==> src/rtl/dynaq_uart_pkg.sv <==
// dynaq_uart_pkg: shared state encoding, line level and default bit period for the Dyna-Q UART transmitter
package dynaq_uart_pkg;
  localparam int CLKS_PER_BIT_DEF = 434;
  localparam int DATA_BITS = 8;
  localparam logic UART_IDLE_LEVEL = 1'b1;
  typedef enum logic [2:0] {S_IDLE, S_START, S_DATA, S_PARITY, S_STOP, S_CLEANUP} state_t;
endpackage

==> src/rtl/dynaq_baud_tick.sv <==
// dynaq_baud_tick: bit-period counter (clk, reset, clear in; tick out on last cycle of each bit)
module dynaq_baud_tick #(
  parameter int CLKS_PER_BIT = 434
) (
  input  logic clk,
  input  logic reset,
  input  logic clear,
  output logic tick
);
  localparam int W = $clog2(CLKS_PER_BIT);
  logic [W-1:0] cnt_q;
  assign tick = cnt_q == W'(CLKS_PER_BIT - 1);
  always_ff @(posedge clk or posedge reset)
    if (reset) cnt_q <= '0;
    else cnt_q <= (clear || tick) ? '0 : cnt_q + 1'b1;
endmodule

==> src/rtl/dynaq_uart_tx.sv <==
// dynaq_uart_tx: 8-N-1 UART byte transmitter, LSB first (ports clk, reset, tx_dv, tx_byte -> tx_active, tx_serial, tx_done); UART_TX_PARITY_EN adds an even-parity bit
module dynaq_uart_tx
  import dynaq_uart_pkg::*;
#(
  parameter int CLKS_PER_BIT = CLKS_PER_BIT_DEF
) (
  input  logic       clk,
  input  logic       reset,
  input  logic       tx_dv,
  input  logic [7:0] tx_byte,
  output logic       tx_active,
  output logic       tx_serial,
  output logic       tx_done
);
  state_t state_q, state_d;
  logic [2:0] idx_q, idx_d;
  logic [7:0] byte_q, byte_d;
  logic ser_q, ser_d, act_q, act_d, done_q, done_d, tick;
  dynaq_baud_tick #(.CLKS_PER_BIT(CLKS_PER_BIT)) u_tick (
    .clk(clk),
    .reset(reset),
    .clear(state_q == S_IDLE || state_q == S_CLEANUP),
    .tick(tick)
  );
  // outputs are registered from the next state so each level appears the cycle the state is entered
  always_comb begin
    state_d = state_q;
    idx_d = idx_q;
    byte_d = byte_q;
    case (state_q)
      S_IDLE: if (tx_dv) begin
        state_d = S_START;
        byte_d = tx_byte;
        idx_d = '0;
      end
      S_START: if (tick) state_d = S_DATA;
      S_DATA: if (tick) begin
        idx_d = idx_q + 1'b1;
`ifdef UART_TX_PARITY_EN
        if (idx_q == 3'd7) state_d = S_PARITY;
`else
        if (idx_q == 3'd7) state_d = S_STOP;
`endif
      end
`ifdef UART_TX_PARITY_EN
      S_PARITY: if (tick) state_d = S_STOP;
`endif
      S_STOP: if (tick) state_d = S_CLEANUP;
      default: state_d = S_IDLE;
    endcase
`ifdef UART_TX_PARITY_EN
    ser_d = state_d == S_START ? ~UART_IDLE_LEVEL :
            state_d == S_DATA ? byte_d[idx_d] :
            state_d == S_PARITY ? ^byte_q : UART_IDLE_LEVEL;
`else
    ser_d = state_d == S_START ? ~UART_IDLE_LEVEL :
            state_d == S_DATA ? byte_d[idx_d] : UART_IDLE_LEVEL;
`endif
    act_d = state_d != S_IDLE && state_d != S_CLEANUP;
    done_d = state_d == S_CLEANUP;
  end
  always_ff @(posedge clk or posedge reset)
    if (reset) begin
      state_q <= S_IDLE;
      idx_q <= '0;
      byte_q <= '0;
      ser_q <= UART_IDLE_LEVEL;
      act_q <= 1'b0;
      done_q <= 1'b0;
    end else begin
      state_q <= state_d;
      idx_q <= idx_d;
      byte_q <= byte_d;
      ser_q <= ser_d;
      act_q <= act_d;
      done_q <= done_d;
    end
  assign tx_serial = ser_q;
  assign tx_active = act_q;
  assign tx_done = done_q;
endmodule

==> config.mk <==
export PLATFORM = sky130hd
export DESIGN_NAME = dynaq_uart_tx
export DESIGN_NICKNAME = d
export VERILOG_FILES = /design/src/rtl/dynaq_uart_pkg.sv /design/src/rtl/dynaq_baud_tick.sv /design/src/rtl/dynaq_uart_tx.sv
export SDC_FILE = /design/constraint.sdc
export NUM_CORES = 1
export LEC_CHECK = 0
export BUFFER_PORTS_ARGS = -buffer_cell sky130_fd_sc_hd__buf_2
export CAP_MARGIN = 40
export CORE_MARGIN = 4
export CORE_UTILIZATION = 57
export CTS_CLUSTER_DIAMETER = 100
export CTS_CLUSTER_SIZE = 24
export DETAILED_ROUTE_END_ITERATION = 16
export PLACE_DENSITY = 0.77
export SYNTH_ARGS = -nofsm -noshare
export SYNTH_HDL_FRONTEND = slang
export SYNTH_SLANG_ARGS = --single-unit
==> constraint.sdc <==
create_clock -name clk -period 3.1 [get_ports clk]
set_input_delay 0.465 -clock clk [delete_from_list [all_inputs] [get_ports clk]]
set_output_delay 0.465 -clock clk [all_outputs]
set_load 0.005 [all_outputs]
# Word-level counts from Yosys, hierarchy flattened
# Cells that the tools add are included.
# op_classes
magnitude_cmp	1
n_mux	16
addsub	2
n_reduce_logical	5
n_eq_ne	10
# ops
cell	n
3-bit 2-to-1 mux	7
8-bit 2-to-1 mux	2
3-bit equality test, second input constant	4
3-bit one-hot mux with 4 select lines	1
9-bit by 1-bit adder with 9-bit output, second input constant	1
9-bit equality test, second input constant	1
9-bit 2-to-1 mux	1
3-bit by 1-bit equality test with 1-bit output, second input constant	2
3-bit by 2-bit equality test with 1-bit output, second input constant	2
3-bit one-hot mux with 2 select lines	1
3-bit by 4-bit < comparator with 1-bit output, second input constant	1
3-bit by 1-bit adder with 3-bit output, second input constant	1
1-bit binary-select mux with 3-bit select	1
3-bit zero test	1
1-bit 2-to-1 mux	3
3-bit inequality test, second input constant	1
3-bit nonzero test	1
1-bit logical OR	2
1-bit logical AND	1
# word_totals
out_inout_bits	3
reg_bits	26
wordCells	41
input_bits	11

# Longest topological paths before layout
# Gate-level depths: netlist of run 1.
# depth
word_depth	7
ltp_mapped	10
mapped_depth_nobuf	8

# Modules after synthesis
# Synthesis of run 1 repeated with hierarchy kept, for this count alone.
# hier_totals
cells_unflattened	134
area_unflattened_um2	1407.6
# modules_own_cells
module	n_inst	area_per_inst_um2	cells_each
dynaq_uart_tx	1	918.4	85
dynaq_baud_tick	1	489.2	49

# Worst setup path before layout of run 1
# Ideal clock, no wire load.
# synth_path
kind	register to register
from	register u_tick.cnt_q[1]
to	register ser_q (netlist: tx_serial)
path_buffers	2
t_arrival_ps	2128
setup_time_ps	96
stages_incl_launch_ff	11
slack_ps	876
cell_sequence	dfrtp_1 -> inv_1 -> ha_1 -> nand4b_2 -> or2_1 -> buf_6 -> a311o_1 -> buf_6 -> mux2i_1 -> o2111a_1 -> nor4bb_1
# synth_via
elab_chain_cells	7
# synth_rtl
element	line	rtl
start, declared	dynaq_baud_tick.sv:11	logic [W-1:0] cnt_q;
start signal, assigned	dynaq_baud_tick.sv:15	else cnt_q <= (clear || tick) ? '0 : cnt_q + 1'b1;
9-bit equality test	dynaq_baud_tick.sv:12	assign tick = cnt_q == W'(CLKS_PER_BIT - 1);
3-bit 2-to-1 mux	dynaq_uart_tx.sv:37	S_DATA: if (tick) begin
3-bit one-hot mux with 2 select lines	dynaq_uart_tx.sv:30	case (state_q)
net idx_d[0]	dynaq_uart_tx.sv:16	logic [2:0] idx_q, idx_d;
1-bit binary-select mux with 3-bit select	dynaq_uart_tx.sv:57	state_d == S_DATA ? byte_d[idx_d] : UART_IDLE_LEVEL;
1-bit 2-to-1 mux (implied by the code)	dynaq_uart_tx.sv:57	
1-bit 2-to-1 mux	dynaq_uart_tx.sv:57	
1-bit 2-to-1 mux	dynaq_uart_tx.sv:56	ser_d = state_d == S_START ? ~UART_IDLE_LEVEL :
net ser_d	dynaq_uart_tx.sv:18	logic ser_q, ser_d, act_q, act_d, done_q, done_d, tick;
end signal, assigned	dynaq_uart_tx.sv:74	ser_q <= ser_d;
end, declared	dynaq_uart_tx.sv:18	
# The timed path passes the listed nets, and every way through them passes these cells. The select of a mux whose other input is x is not followed.

# Final worst setup path of run 1
# layout_path
from	register u_tick.cnt_q[1]
to	register ser_q (netlist: tx_serial)
# layout_via
elab_chain_cells	7
# layout_rtl
element	line
9-bit equality test *	dynaq_baud_tick.sv:12
3-bit 2-to-1 mux	dynaq_uart_tx.sv:37
3-bit one-hot mux with 2 select lines	dynaq_uart_tx.sv:30
1-bit binary-select mux with 3-bit select	dynaq_uart_tx.sv:57
1-bit 2-to-1 mux (implied by the code)	dynaq_uart_tx.sv:57
1-bit 2-to-1 mux	dynaq_uart_tx.sv:57
1-bit 2-to-1 mux *	dynaq_uart_tx.sv:56
net ser_d	dynaq_uart_tx.sv:18
# The timed path passes the listed nets; every way through them passes the cells marked *. The select of a mux whose other input is x is not followed.

==> reports/results.ini, run 1 <==
[sta]
hold_viol = 0
grt_setup_unrepaired = no
finalCritPeriodShare_pct = 77.8
period_needed_ns = 2.41
slew_headroom_pct = 56.9
worst_pin_slew_ns = 0.644
max_freq_ghz = 0.414
finalMaxSlewViolations = 0
finClkSkew_ns = 0.00367
setup_violations = 0
tns_ns = 0

[power]
internal_power_uw = 487
power_frac_clock_pct = 38.4
combPwrFrac_pct = 4.2
irDropWorstVdd_uv = 451
swShare_pct = 19.3
p_per_area_mw_per_mm2 = 400
power_switching_uw = 116
p_seq_share_pct = 57.4
power.leakage_uw = 0.000657

[synth]
yosys_warnings = 0
yosysSeqAreaShare_pct = 47.7
synth_flop_cell = dfrtp_1
postSynthCellCount = 119
synth_edf_count = 0
synth_fp_nets = 134
synthDistinctLibCells = 38
synthArstFlopShare_pct = 100
synthesis.area_mm2 = 0.00137
ys_ff_latch = 26
synth_area_per_cell_um2 = 11.5

[grt]
grt_max_degree = 16
grt_pass1_wl_um = 4370
global_route.overflow_total = 0
antenna_found_initial = 0
grt_pass1_vias = 970
track_usage_pct = 17.1

[worst_setup_path]
crit_path_end_kind = register
path_buf_inv = 1
crit_required_ns = 3.34
crit_arrival_ns = 2.65
crit_path_max_incr_delay_ns = 0.51
critPathMaxFanout = 7
crit_slowest_cell = a311o_1
cp-start-kind = register
worstPathCellList = inv_1 > ha_1 > nand4b_2 > or2_1 > a311o_1 > mux2i_1 > o2111a_1 > nor4bb_1
crit_type = reg -> reg
critPathTopFamily = compound AO/OA/AOI/OAI gates

[placed_design]
place_inst = 157
port_buffers = 13
hpwl_um = 1880
gp_congestion = 0.867

[cells_and_area]
fillers = 183
drive_gt1_share_pct = 22.6
antennaDiodeCount = 0
final_util_pct = 66.8
nets = 149
multiInputGateArea_um2 = 649
fin_cells = 161
seq_area_um2 = 652
area_delta_synth_final_pct = 10.2

[routing]
first_iter_violations = 17
num_vias = 932
drc_errors = 0
via_per_inst = 5.79
detailedRoute.firstPassIterationCount = 4
wl_met2_um = 1230
routed_wirelength_um = 2490
wl_per_cell_um = 15.4
met1_length_um = 1090
dr.max_layer_used = met4
dr_wl_met3_um = 83
antenna_left = 0

[floorplanning]
die_h_um = 57.0
start_util_pct = 60.7
rows = 17
die_area_mm2 = 0.00325
die_w_um = 57.0
io_pins = 14
core-area_mm2 = 0.00225

[clock_network]
post_cts_buffers = 0
hold_buffers = 0
clkTransAtPathRegs_ns = 0.14
insertion_delay_ns = 0.32
clock_path_buffers = 2
htree_levels = 1
numCtsBuffers = 3
cts_tree = built
cts_root_buffer = clkbuf_4
cts.repair.resized = 0
cts_sinks = 26

[worst_hold_path]
hold_class = in -> async

[status]
status = finished, final reports clean

[run]
max_cap_viol_count = 0

cells in the mapped netlist, types with 3 or more instances:
cell	n	area share [%]
dfrtp_1	25	46
ha_1	4	3.7
inv_1	8	2.2
mux2_2	6	4.9
mux2i_1	8	5.9
nand2b_1	3	1.4
nand3_1	3	1.1
nand4_1	3	1.4
nor2_1	13	3.6
nor3_1	3	1.1
o31ai_1	3	1.6
xor2_1	6	3.8
power groups by stage:
stage / Clock, uW / Sequential, uW / Combinational (uW)
floorplan: 0 / 352 / 13.7
global placement: 0 / 352 / 23.0
detailed placement: 0 / 352 / 26.2
CTS: 241 / 346 / 26.3
global route: 245 / 346 / 29.4
finish: 232 / 346 / 25.5
cell usage in the layout, fill, tap and decap left out, types with 2 or more instances in the layout:
cell / n
inv_1: 8
nand3_1: 3
buf_2: 13
nand4_1: 3
nand3b_1: 2
and2_1: 2
clkbuf_4: 3
ha_1: 4
nand2_1: 2
nor2b_1: 2
nand2b_1: 3
nor3_1: 3
nor2_1: 13
xor2_1: 6
mux2_2: 6
dfrtp_1: 25
nor4_1: 2
o31ai_1: 3
o31a_1: 2
mux2i_1: 8
cell families (layout without fill, tap and decap cells):
kind of cell	Yosys count	after routing	share of synthesized area, %
XOR/XNOR	7	7	4.48
AO/OA/AOI/OAI	13	13	8.51
buffers and inverters	13	27	4.85
AND/OR/NAND/NOR	42	42	20.0
adder cells (fa/ha/maj)	4	4	3.66
multiplexers	14	14	10.8
flip-flops	26	26	47.7
final timing paths:
| check | startpoint | depth (start not counted) | endpoint | slack [ns] |
|---|---|---|---|---|
| max | u_tick.cnt_q[1]$_DFF_PP0_ | 8 | tx_serial$_DFF_PP1_ | 0.69 |
| min | reset | 2 | byte_q[5]$_DFF_PP0_ | 0.13 |
| max reg2reg | u_tick.cnt_q[1]$_DFF_PP0_ | 8 | tx_serial$_DFF_PP1_ | 0.69 |
| min reg2reg | byte_q[0]$_DFF_PP0_ | 1 | byte_q[0]$_DFF_PP0_ | 0.52 |
| max in group asynchronous | reset | 3 | state_q[2]$_DFF_PP0_ | 2.51 |
| min in group clk | tx_byte[4] | 2 | byte_q[4]$_DFF_PP0_ | 0.38 |
state kept, by name, summed over array words and instances (netlist names):
name	flops
byte_q	8
state_q	3
tx_serial	1
tx_active	1
idx_q	3
u_tick.cnt_q	9
tx_done	1
layer usage:
metal / GRT usage [%] / vias to the layer above
li1: - / 448
met1: 21.2 / 448
met2: 28.9 / 26
met3: 2.26 / 10
met4: 8.94 / 0
met5: 0 / -
layout make-up:
| class | instances | area share (%) |
|---|---|---|
| Clock inverter | 1 | 1.99 |
| Tap cell | 28 | 2.33 |
| Inverter | 8 | 1.99 |
| Sequential cell | 26 | 43.3 |
| Clock buffer | 3 | 1.50 |
| Multi-Input combinational cell | 80 | 43.1 |
| Timing Repair Buffer | 15 | 5.81 |
metrics by stage:
stage                     hold slack, ns  cell area, um2  total power (uW)  setup WS [ns]
after floorplan                    0.462            1370               365          0.876
after global placement             0.484            1440               375          0.813
after detailed placement           0.492            1450               378          0.709
after CTS                          0.124            1510               613          0.668
after global routing               0.137            1510               620          0.552
final                              0.125            1510               603          0.687
Power figures use the tool's default switching activity.
==> run 2: changes to the inputs <==
Clock period 3.1 ns to 2.3 ns, I/O delays scaled along.
==> run 2 against run 1 <==
Global-route usage increased by 1.0 points. Sequential share of layout area shrank 2.7 points. Final area increased by 6.9%. Hold slack worse by 0.099 ns. Setup slack worse by 0.66 ns. Sequential cell count unchanged. Sequential power increased by 35%. Via count grew 6.2%. Critical path depth did not move. Non-clock buffer count up 9. Final cell count up 5.6%. Critical path type unchanged. Critical endpoint unchanged. Largest power group unchanged.
==> reports/results.ini, run 2 (synthesized netlist as in run 1, its figures left out) <==
[cells_and_area]
antennaDiodeCount = 0  ; unchanged
nets = 158  ; was 149
drive_gt1_share_pct = 30.3  ; was 22.6%
reg_top3 = u_tick.cnt_q: 9 flops, byte_q: 8 flops  ; unchanged
area_delta_synth_final_pct = 17.7  ; was 10.2%
final_common_cell = dfrtp_1  ; unchanged
largest_reg_flops = 9  ; unchanged
final_cell_mix = 24 x dfrtp_1, 14 x buf_2, 13 x nor2_1, 10 x buf_4  ; was 25 x dfrtp_1, 13 x nor2_1, 13 x buf_2, 8 x inv_1, 8 x mux2i_1
largest_register = u_tick.cnt_q  ; unchanged

[routing]
wl_per_cell_um = 16.2  ; was 15.4 um
antenna_left = 0  ; unchanged
num_vias = 990  ; was 932
first_iter_violations = 19  ; was 17
detailedRoute.firstPassIterationCount = 4  ; unchanged
drc_errors = 0  ; unchanged
routed_wirelength_um = 2760  ; was 2490 um
via_per_inst = 5.82  ; was 5.79

[clock_network]
clkTransAtPathRegs_ns = 0.16  ; was 0.14 ns
cts_tree = built  ; unchanged
clock_path_buffers = 2  ; unchanged
htree_levels = 1  ; unchanged
numCtsBuffers = 3  ; unchanged
insertion_delay_ns = 0.34  ; was 0.32 ns
cts_sinks = 26  ; unchanged
hold_buffers = 0  ; unchanged
cts_root_buffer = clkbuf_4  ; unchanged

[sta]
finClkSkew_ns = 0.00914  ; was 0.00367 ns
period_needed_ns = 2.27  ; was 2.41 ns
max_freq_ghz = 0.441  ; was 0.414 GHz
whs_ns = 0.0260  ; was 0.125 ns
tns_ns = 0  ; unchanged
setup_violations = 0  ; unchanged
slew_headroom_pct = 61.7  ; was 56.9%
finalCritPeriodShare_pct = 98.6  ; was 77.8%
finalMaxSlewViolations = 0  ; unchanged
grt_setup_unrepaired = yes  ; was no
worst_pin_slew_ns = 0.569  ; was 0.644 ns
hold_viol = 0  ; unchanged

[worst_setup_path]
cp-start-kind = register  ; unchanged
critPathMaxFanout = 5  ; was 7
crit_arrival_ns = 2.51  ; was 2.65 ns
crit_type = reg -> reg  ; unchanged
crit_path_end_kind = register  ; unchanged
crit_required_ns = 2.54  ; was 3.34 ns

[grt]
grt_max_degree = 27  ; was 16
grt_pass1_vias = 1008  ; was 970
antenna_found_initial = 0  ; unchanged
grt_pass1_wl_um = 4580  ; was 4370 um
global_route.overflow_total = 0  ; unchanged
track_usage_pct = 18.1  ; was 17.1%

[power]
irDropWorstVdd_uv = 379  ; was 451 uV
p_per_area_mw_per_mm2 = 512  ; was 400 mW/mm2
p_total_uw = 825  ; was 603 uW
power.leakage_uw = 0.000707  ; was 0.000657 uW

[run]
max_cap_viol_count = 0  ; unchanged

[placed_design]
gp_congestion = 0.854  ; was 0.867
port_buffers = 13  ; unchanged
hpwl_um = 1920  ; was 1880 um

[floorplanning]
rows = 17  ; unchanged
die_h_um = 57.0  ; unchanged
core-area_mm2 = 0.00225  ; unchanged
die_area_mm2 = 0.00325  ; unchanged
die_w_um = 57.0  ; unchanged
io_pins = 14  ; unchanged
start_util_pct = 60.7  ; unchanged

[worst_hold_path]
hold_class = in -> async  ; unchanged

[status]
status = finished, final reports clean  ; unchanged

## run 2: cell count changes in the layout (fill, tap and decap cells not counted), sizes merged
cell and change:
buf +9
## run 2: final timing paths
path / slack, ns / cells after the start / to / start
setup / recovery: 0.03 / 8 / tx_serial$_DFF_PP1_ / u_tick.cnt_q[1]$_DFF_PP0_
hold / removal: 0.03 / 3 / byte_q[7]$_DFF_PP0_ / reset
setup reg to reg: 0.03 / 8 / tx_serial$_DFF_PP1_ / u_tick.cnt_q[1]$_DFF_PP0_
hold reg to reg: 0.52 / 1 / byte_q[1]$_DFF_PP0_ / byte_q[1]$_DFF_PP0_
max in group asynchronous: 1.97 / 3 / tx_serial$_DFF_PP1_ / reset
min in group clk: 0.24 / 2 / byte_q[7]$_DFF_PP0_ / tx_byte[7]
## run 2: power breakdown
part	switching [uW]	total, uW	internal [uW]
Combinational	18.2	32.6	14.3
Sequential	1.83	466	464
Clock	150	326	176
Total	170	825	655
## run 2: per-stage QoR
| step | cell area [um2] | setup slack [ns] | std cells | util, % |
|---|---|---|---|---|
| floorplan | 1370 | 0.0757 | 119 | - |
| global placement | 1500 | 0.147 | 164 | 66.5 |
| detailed placement | 1500 | -0.0244 | 165 | 66.7 |
| CTS | 1570 | 0.0159 | 169 | 69.6 |
| global route | 1610 | -0.0840 | 170 | 71.4 |
| finish | 1610 | 0.0313 | 170 | 71.4 |
## run 2: area by class of cell
type                            instances  area [um2]
Multi-Input combinational cell         80         694
Tap cell                               28        35.0
Inverter                                8        30.0
Sequential cell                        26         653
Clock inverter                          1        30.0
Fill cell                             171         644
Clock buffer                            3        22.5
Timing Repair Buffer                   24         145
## run 2: layer usage
metal,share of wire (%),vias to the layer above,global-route usage [%]
met5,0,-,0
met4,1.6,0,7.95
met3,3.1,5,2.71
met2,51,20,31.3
met1,44,499,22.2
li1,-,466,-
## run 2: what timing repair did
item                       4_1_cts  5_1_grt
setup buffers                    0        1
resized for setup                2        5
setup endpoints to repair        1        1
pin swaps                        1        1
## run 2: worst max-delay path, stage by stage (launching register included)
cell	delay (ns)
dfrtp_1	0.45
inv_1	0.08
ha_2	0.19
nand4b_4	0.12
or2_1	0.25
a311o_1	0.35
mux2i_1	0.17
o2111a_1	0.26
nor4bb_2	0.31
